==> config.mk <==
export PLATFORM = sky130hd
export DESIGN_NAME = herald_op_scheduler_flat
export DESIGN_NICKNAME = d
export VERILOG_FILES = /design/src/rtl/herald_op_scheduler_if.sv /design/src/rtl/herald_op_scheduler.sv /design/src/flat_wrapper.sv
export SDC_FILE = /design/constraint.sdc
export NUM_CORES = 1
export LEC_CHECK = 0
export CAP_MARGIN = 25
export CORE_AREA = 2 2 162 164
export CTS_BUF_LIST = sky130_fd_sc_hd__clkbuf_8
export CTS_CLUSTER_DIAMETER = 100
export CTS_CLUSTER_SIZE = 20
export DETAILED_ROUTE_END_ITERATION = 16
export DIE_AREA = 0 0 164 166
export PLACE_DENSITY = 0.6
export SLEW_MARGIN = 30
export SYNTH_ARGS = -nofsm -noshare
export SYNTH_HDL_FRONTEND = slang
export SYNTH_SLANG_ARGS = --single-unit
==> constraint.sdc <==
create_clock -name clk -period 2.2 [get_ports clk]
set_input_delay 0.22 -clock clk [delete_from_list [all_inputs] [get_ports clk]]
set_output_delay 0.22 -clock clk [all_outputs]
set_load 0.01 [all_outputs]
==> src/rtl/herald_op_scheduler_if.sv <==
// Requester-side bundle for herald_op_scheduler: two request
// ports plus the shared response channel.
interface herald_op_scheduler_if #(
    parameter int DW = 32
) ();
    logic          req0_valid;
    logic          req0_ready;
    logic [1:0]    req0_op;
    logic [DW-1:0] req0_a;
    logic [DW-1:0] req0_b;
    logic          req1_valid;
    logic          req1_ready;
    logic [1:0]    req1_op;
    logic [DW-1:0] req1_a;
    logic [DW-1:0] req1_b;
    logic          rsp_valid;
    logic          rsp_ready;
    logic          rsp_id;
    logic [DW-1:0] rsp_data;
    logic          rsp_err;

    modport slave (
        input  req0_valid, req0_op, req0_a, req0_b,
        input  req1_valid, req1_op, req1_a, req1_b,
        input  rsp_ready,
        output req0_ready, req1_ready,
        output rsp_valid, rsp_id, rsp_data, rsp_err
    );

    modport master (
        output req0_valid, req0_op, req0_a, req0_b,
        output req1_valid, req1_op, req1_a, req1_b,
        output rsp_ready,
        input  req0_ready, req1_ready,
        input  rsp_valid, rsp_id, rsp_data, rsp_err
    );
endinterface

==> src/rtl/herald_op_scheduler.sv <==
// Round-robin scheduler sharing one CORDIC and one MAC engine
// between two requesters, with a watchdog on result collection.
module herald_op_scheduler #(
    parameter int            DW          = 32,
    parameter logic [DW-1:0] CORDIC_K    = 32'h00004DBA,
    parameter logic [1:0]    CORDIC_MODE = 2'b00,
    parameter int            TIMEOUT     = 64
) (
    input  logic          clk,
    input  logic          rst,
    herald_op_scheduler_if.slave bus,
    output logic          busy,
    output logic          cordic_start_en,
    input  logic          cordic_start_rdy,
    output logic [DW-1:0] cordic_x,
    output logic [DW-1:0] cordic_y,
    output logic [DW-1:0] cordic_z,
    output logic [1:0]    cordic_mode,
    output logic          cordic_get_en,
    input  logic          cordic_get_rdy,
    input  logic [DW-1:0] cordic_result,
    output logic [1:0]    mac_op,
    output logic [DW-1:0] mac_a,
    output logic [DW-1:0] mac_b,
    output logic          mac_start_en,
    input  logic          mac_start_rdy,
    output logic          mac_get_en,
    input  logic          mac_get_rdy,
    input  logic [DW-1:0] mac_result
);
    localparam int WDW = $clog2(TIMEOUT);

    typedef enum logic [1:0] {
        IDLE, ISSUE, WAIT, RESP
    } state_t;

    state_t        state, state_nx;
    logic          prio;
    logic [WDW-1:0] wd;
    logic [1:0]    op_q;
    logic [DW-1:0] a_q, b_q, data_q;
    logic          id_q, err_q;

    logic grant0, grant1, accept;
    logic tgt_cordic, start_rdy, get_rdy, wd_max;

    // prio only breaks ties; a lone requester always wins
    assign grant0 = bus.req0_valid & (~bus.req1_valid | ~prio);
    assign grant1 = bus.req1_valid & (~bus.req0_valid | prio);
    assign accept = grant0 | grant1;

    assign tgt_cordic = (op_q == 2'b11);
    assign start_rdy  = tgt_cordic ? cordic_start_rdy : mac_start_rdy;
    assign get_rdy    = tgt_cordic ? cordic_get_rdy : mac_get_rdy;
    assign wd_max     = (wd == WDW'(TIMEOUT - 1));

    always_ff @(posedge clk) begin
        if (rst) state <= IDLE;
        else     state <= state_nx;
    end

    always_comb begin
        state_nx = state;
        unique case (state)
            IDLE:  if (accept) state_nx = ISSUE;
            ISSUE: if (start_rdy)
                       state_nx = (op_q == 2'b10) ? RESP : WAIT;
            WAIT:  if (get_rdy | wd_max) state_nx = RESP;
            RESP:  if (bus.rsp_ready) state_nx = IDLE;
            default: state_nx = IDLE;
        endcase
    end

    // enables are gated by rst so a reset cycle never fires an engine
    always_comb begin
        bus.req0_ready  = (state == IDLE) & grant0 & ~rst;
        bus.req1_ready  = (state == IDLE) & grant1 & ~rst;
        cordic_start_en = (state == ISSUE) & tgt_cordic
                        & cordic_start_rdy & ~rst;
        mac_start_en    = (state == ISSUE) & ~tgt_cordic
                        & mac_start_rdy & ~rst;
        cordic_get_en   = (state == WAIT) & tgt_cordic
                        & cordic_get_rdy & ~rst;
        mac_get_en      = (state == WAIT) & ~tgt_cordic
                        & mac_get_rdy & ~rst;
        bus.rsp_valid   = (state == RESP);
        busy            = (state != IDLE);
    end

    always_ff @(posedge clk) begin
        if (rst) begin
            prio   <= 1'b0;
            wd     <= '0;
            op_q   <= '0;
            a_q    <= '0;
            b_q    <= '0;
            id_q   <= 1'b0;
            data_q <= '0;
            err_q  <= 1'b0;
        end else begin
            unique case (state)
                IDLE: if (accept) begin
                    id_q <= grant1;
                    op_q <= grant1 ? bus.req1_op : bus.req0_op;
                    a_q  <= grant1 ? bus.req1_a : bus.req0_a;
                    b_q  <= grant1 ? bus.req1_b : bus.req0_b;
                end
                ISSUE: if (start_rdy) begin
                    wd <= '0;
                    if (op_q == 2'b10) begin
                        data_q <= '0;
                        err_q  <= 1'b0;
                    end
                end
                WAIT: begin
                    if (get_rdy) begin
                        data_q <= tgt_cordic ? cordic_result
                                             : mac_result;
                        err_q  <= 1'b0;
                    end else if (wd_max) begin
                        data_q <= '0;
                        err_q  <= 1'b1;
                    end else begin
                        wd <= wd + WDW'(1);
                    end
                end
                RESP: if (bus.rsp_ready) prio <= ~id_q;
                default: ;
            endcase
        end
    end

    assign bus.rsp_id   = id_q;
    assign bus.rsp_data = data_q;
    assign bus.rsp_err  = err_q;
    assign cordic_x     = CORDIC_K;
    assign cordic_y     = '0;
    assign cordic_z     = a_q;
    assign cordic_mode  = CORDIC_MODE;
    assign mac_op       = op_q;
    assign mac_a        = a_q;
    assign mac_b        = b_q;
endmodule

==> src/flat_wrapper.sv <==
// flat-port wrapper written by rule: the top's interface ports become plain ports
module herald_op_scheduler_flat 
#(
    parameter int            DW          = 32,
    parameter logic [DW-1:0] CORDIC_K    = 32'h00004DBA,
    parameter logic [1:0]    CORDIC_MODE = 2'b00,
    parameter int            TIMEOUT     = 64
)
  (clk, rst, busy, cordic_start_en, cordic_start_rdy, cordic_x, cordic_y, cordic_z, cordic_mode, cordic_get_en, cordic_get_rdy, cordic_result, mac_op, mac_a, mac_b, mac_start_en, mac_start_rdy, mac_get_en, mac_get_rdy, mac_result, bus_req0_valid, bus_req0_op, bus_req0_a, bus_req0_b, bus_req1_valid, bus_req1_op, bus_req1_a, bus_req1_b, bus_rsp_ready, bus_req0_ready, bus_req1_ready, bus_rsp_valid, bus_rsp_id, bus_rsp_data, bus_rsp_err);
  herald_op_scheduler_if #(.DW(DW)) bus_i ();
  input  logic clk;
  input  logic rst;
  output logic busy;
  output logic cordic_start_en;
  input  logic cordic_start_rdy;
  output logic [DW-1:0] cordic_x;
  output logic [DW-1:0] cordic_y;
  output logic [DW-1:0] cordic_z;
  output logic [1:0] cordic_mode;
  output logic cordic_get_en;
  input  logic cordic_get_rdy;
  input  logic [DW-1:0] cordic_result;
  output logic [1:0] mac_op;
  output logic [DW-1:0] mac_a;
  output logic [DW-1:0] mac_b;
  output logic mac_start_en;
  input  logic mac_start_rdy;
  output logic mac_get_en;
  input  logic mac_get_rdy;
  input  logic [DW-1:0] mac_result;
  input wire logic [$bits(bus_i.req0_valid)-1:0] bus_req0_valid;
  input wire logic [$bits(bus_i.req0_op)-1:0] bus_req0_op;
  input wire logic [$bits(bus_i.req0_a)-1:0] bus_req0_a;
  input wire logic [$bits(bus_i.req0_b)-1:0] bus_req0_b;
  input wire logic [$bits(bus_i.req1_valid)-1:0] bus_req1_valid;
  input wire logic [$bits(bus_i.req1_op)-1:0] bus_req1_op;
  input wire logic [$bits(bus_i.req1_a)-1:0] bus_req1_a;
  input wire logic [$bits(bus_i.req1_b)-1:0] bus_req1_b;
  input wire logic [$bits(bus_i.rsp_ready)-1:0] bus_rsp_ready;
  output wire logic [$bits(bus_i.req0_ready)-1:0] bus_req0_ready;
  output wire logic [$bits(bus_i.req1_ready)-1:0] bus_req1_ready;
  output wire logic [$bits(bus_i.rsp_valid)-1:0] bus_rsp_valid;
  output wire logic [$bits(bus_i.rsp_id)-1:0] bus_rsp_id;
  output wire logic [$bits(bus_i.rsp_data)-1:0] bus_rsp_data;
  output wire logic [$bits(bus_i.rsp_err)-1:0] bus_rsp_err;
  assign bus_i.req0_valid = bus_req0_valid;
  assign bus_i.req0_op = bus_req0_op;
  assign bus_i.req0_a = bus_req0_a;
  assign bus_i.req0_b = bus_req0_b;
  assign bus_i.req1_valid = bus_req1_valid;
  assign bus_i.req1_op = bus_req1_op;
  assign bus_i.req1_a = bus_req1_a;
  assign bus_i.req1_b = bus_req1_b;
  assign bus_i.rsp_ready = bus_rsp_ready;
  assign bus_req0_ready = bus_i.req0_ready;
  assign bus_req1_ready = bus_i.req1_ready;
  assign bus_rsp_valid = bus_i.rsp_valid;
  assign bus_rsp_id = bus_i.rsp_id;
  assign bus_rsp_data = bus_i.rsp_data;
  assign bus_rsp_err = bus_i.rsp_err;
  herald_op_scheduler #(.DW(DW), .CORDIC_K(CORDIC_K), .CORDIC_MODE(CORDIC_MODE), .TIMEOUT(TIMEOUT)) u_core (.clk(clk), .rst(rst), .bus(bus_i), .busy(busy), .cordic_start_en(cordic_start_en), .cordic_start_rdy(cordic_start_rdy), .cordic_x(cordic_x), .cordic_y(cordic_y), .cordic_z(cordic_z), .cordic_mode(cordic_mode), .cordic_get_en(cordic_get_en), .cordic_get_rdy(cordic_get_rdy), .cordic_result(cordic_result), .mac_op(mac_op), .mac_a(mac_a), .mac_b(mac_b), .mac_start_en(mac_start_en), .mac_start_rdy(mac_start_rdy), .mac_get_en(mac_get_en), .mac_get_rdy(mac_get_rdy), .mac_result(mac_result));
endmodule
==> flow_summary.yaml <==
timing:
  clock_skew_ns: 0.00845
  max_freq_ghz: 0.484
  finalHoldViolations: 0
  worst_pin_slew_ns: 0.579
  fin_crit_sh_pct: 93.8
  slew-limit-headroom_pct: 60.4
  period_minus_slack_ns: 2.06
  maxSlewViolCount: 0
  setup_violations: 0
  rsz0062_at_grt: "no"
  worst_slack_ns: 0.136
power_and_ir_drop:
  peakVddDrop_uv: 337
  power_uw: 8370
  p_leak_uw: 0.00420
  p_per_area_nw_per_um2: 839
clocking:
  cts_hold_buffers: 0
  clock_latency_ns: 0.37
  clockBufferDepth: 2
  cts_buffers: 9
  cts.sinks: 109
  cts_root_buf: "clkbuf_8"
  cts_tree: "yes"
  cts.clk_slew.worst_paths_ns: 0.10
  ctsHtreeMaxLevel: 3
critical_path:
  crit_path_end_kind: "primary output"
  cp_max_fo: 6
  crit_family: "buffers and inverters"
  worstSetupPathType: "reg -> out"
  slowest_delay_ns: 0.55
  required_ns: 1.98
  critPathLaunchType: "flip-flop"
  arrival_ns: 1.84
  slowest_stage: "clkdlybuf4s50_1"
  crit_chain: "inv_1, ha_4, nor2b_2, and3_1, clkdlybuf4s50_1"
  path_buf_inv: 2
layout:
  final_util_pct: 39.0
  diodes: 0
  drive_above_1_share_pct: 9.25
  nNetsFinal: 1222
  fin_area_um2: 9980
  syn_to_final_growth_pct: 59.0
floorplanning:
  rows: 59
  start_util_pct: 24.5
  die_h_um: 166
  num_io_pins: 411
  coreArea_um2: 25600
  die-width_um: 164
  die_area_um2: 27200
place:
  io_buffers: 344
  placed_area_um2: 9770
  place_ws_ns: -0.0335
  place.gp.congestion: 0.774
  dp_hpwl_um: 15500
logic_synthesis:
  synth_cells: 711
  yosys-top-cells-area: "dfxtp_1 35%, buf_4 12%, mux2i_1 11%, a211oi_1 8.0%, mux2_4 6.9%"
  synth_edf_count: 0
  ys_seq_area_share_pct: 34.8
  syn-cell-area_um2: 6280
  synth_flop_cell: "dfxtp_1"
  synth_top_area_share_pct: 34.8
  yosysUniqueCellTypes: 45
  ys_ff_latch: 109
  synth_common_cells: "109 x dfxtp_1, 98 x buf_4, 74 x nor2_1"
  ys_async_sr_fraction_pct: 0
  yosys_warnings: 0
  yosys.area.top_type: "dfxtp_1"
  syn_avg_cell_area_um2: 8.83
  synth_most_common_cell: "dfxtp_1"
route:
  drt-total-wl_um: 19900
  route.detailed.wl_per_inst_um: 14.7
  avgViaCountPerCell: 4.19
  drc: 0
  drtPass1Iterations: 4
  vias: 5661
  drt-initial-drc-count: 216
  drtAntennaViolNets: 0
global_route:
  overflow: 0
  grt_pass1_wl_um: 30100
  grt_max_degree: 86
  antenna_found_initial: 1
  first_global_vias: 5472
  grt_util_all_layers_pct: 14.1
run_status:
  outcome: "finished, final reports clean"
flow_run:
  drv_cap: 0
worst_hold_path:
  hp-class: "in -> reg"
-- flip-flops by register name, indices dropped and copies added (netlist names) --
register             cells
u_core.prio              1
u_core.wd                6
u_core.cordic_z         32
u_core.bus.rsp_id        1
u_core.bus.rsp_err       1
u_core.bus.rsp_data     32
u_core.state             2
u_core.mac_op            2
u_core.mac_b            32
-- area by class of cell --
class,count,area (um2)
fillers,2595,15600
repair buffers,373,3780
multi-input cells,509,3390
flip-flops and latches,109,2190
well taps,335,419
clock buffers,9,124
clock inverters,7,42.5
inverters,9,33.8
-- report_power, final --
part / switching, uW / internal, uW
combinational: 2020 / 2420
clock: 710 / 407
sequential: 363 / 2450
total: 3090 / 5280
-- stage by stage --
| stage | hold WS (ns) | instances | TNS, ns |
|---|---|---|---|
| finish | 0.181 | 1351 | 0 |
| floorplan | 0.339 | 775 | 0 |
| global route | 0.158 | 1351 | 0 |
| CTS | 0.125 | 1351 | 0 |
| global placement | 0.461 | 1335 | -0.0561 |
| detailed placement | 0.472 | 1335 | -0.0335 |
-- cell usage in the layout (no fill, tap or decap), types with 4 or more instances in the layout --
master,synthesis,layout
nand2b_1,6,6
buf_12,0,10
nor2_1,74,73
clkbuf_8,0,9
mux2_4,29,29
dfxtp_1,109,106
nor2b_1,34,33
mux2i_1,68,68
nand2_1,71,71
nand3_1,5,5
clkdlybuf4s50_1,0,339
conb_1,2,66
inv_1,9,9
a211oi_1,67,67
and3_1,4,4
a21oi_1,35,35
dlygate4sd2_1,0,4
mux2_2,4,4
ha_1,6,4
nand3b_1,4,4
buf_4,98,20
-- per-layer routing --
layer	part of all wire, %	GRT usage [%]
met1	42	17.4
met2	47	24.0
met3	9.1	4.30
met4	1.0	3.20
met5	0.080	0
-- path summary, 6_finish.rpt --
check | cells after the start | slack (ns) | start | to
worst max-delay path | 5 | 0.14 | u_core.state[1] | cordic_start_en
worst min-delay path | 2 | 0.18 | rst | u_core.bus.rsp_id
worst max register to register | 7 | 0.18 | u_core.state[0] | u_core.bus.rsp_data[29]
worst min register to register | 2 | 0.49 | u_core.bus.rsp_err | u_core.bus.rsp_err
-- timing repair --
item                       CTS  global route
pin swaps                    0             0
resized for setup           10             7
cloned                       0             0
setup endpoints to repair    7             4
setup buffers                0             0
-- logic make-up (layout without fill, tap and decap cells) --
| kind of cell | count (synthesis) | after routing | share of synthesized area (%) |
|---|---|---|---|
| other | 2 | 66 | 0.120 |
| buffers and inverters | 157 | 398 | 16.1 |
| adder cells (fa/ha/maj) | 6 | 6 | 1.20 |
| flip-flops | 109 | 109 | 34.8 |
| multiplexers | 101 | 101 | 18.5 |
| AND/OR/NAND/NOR | 206 | 206 | 14.8 |
| AO/OA/AOI/OAI | 130 | 130 | 14.5 |
Power figures use the tool's default switching activity.
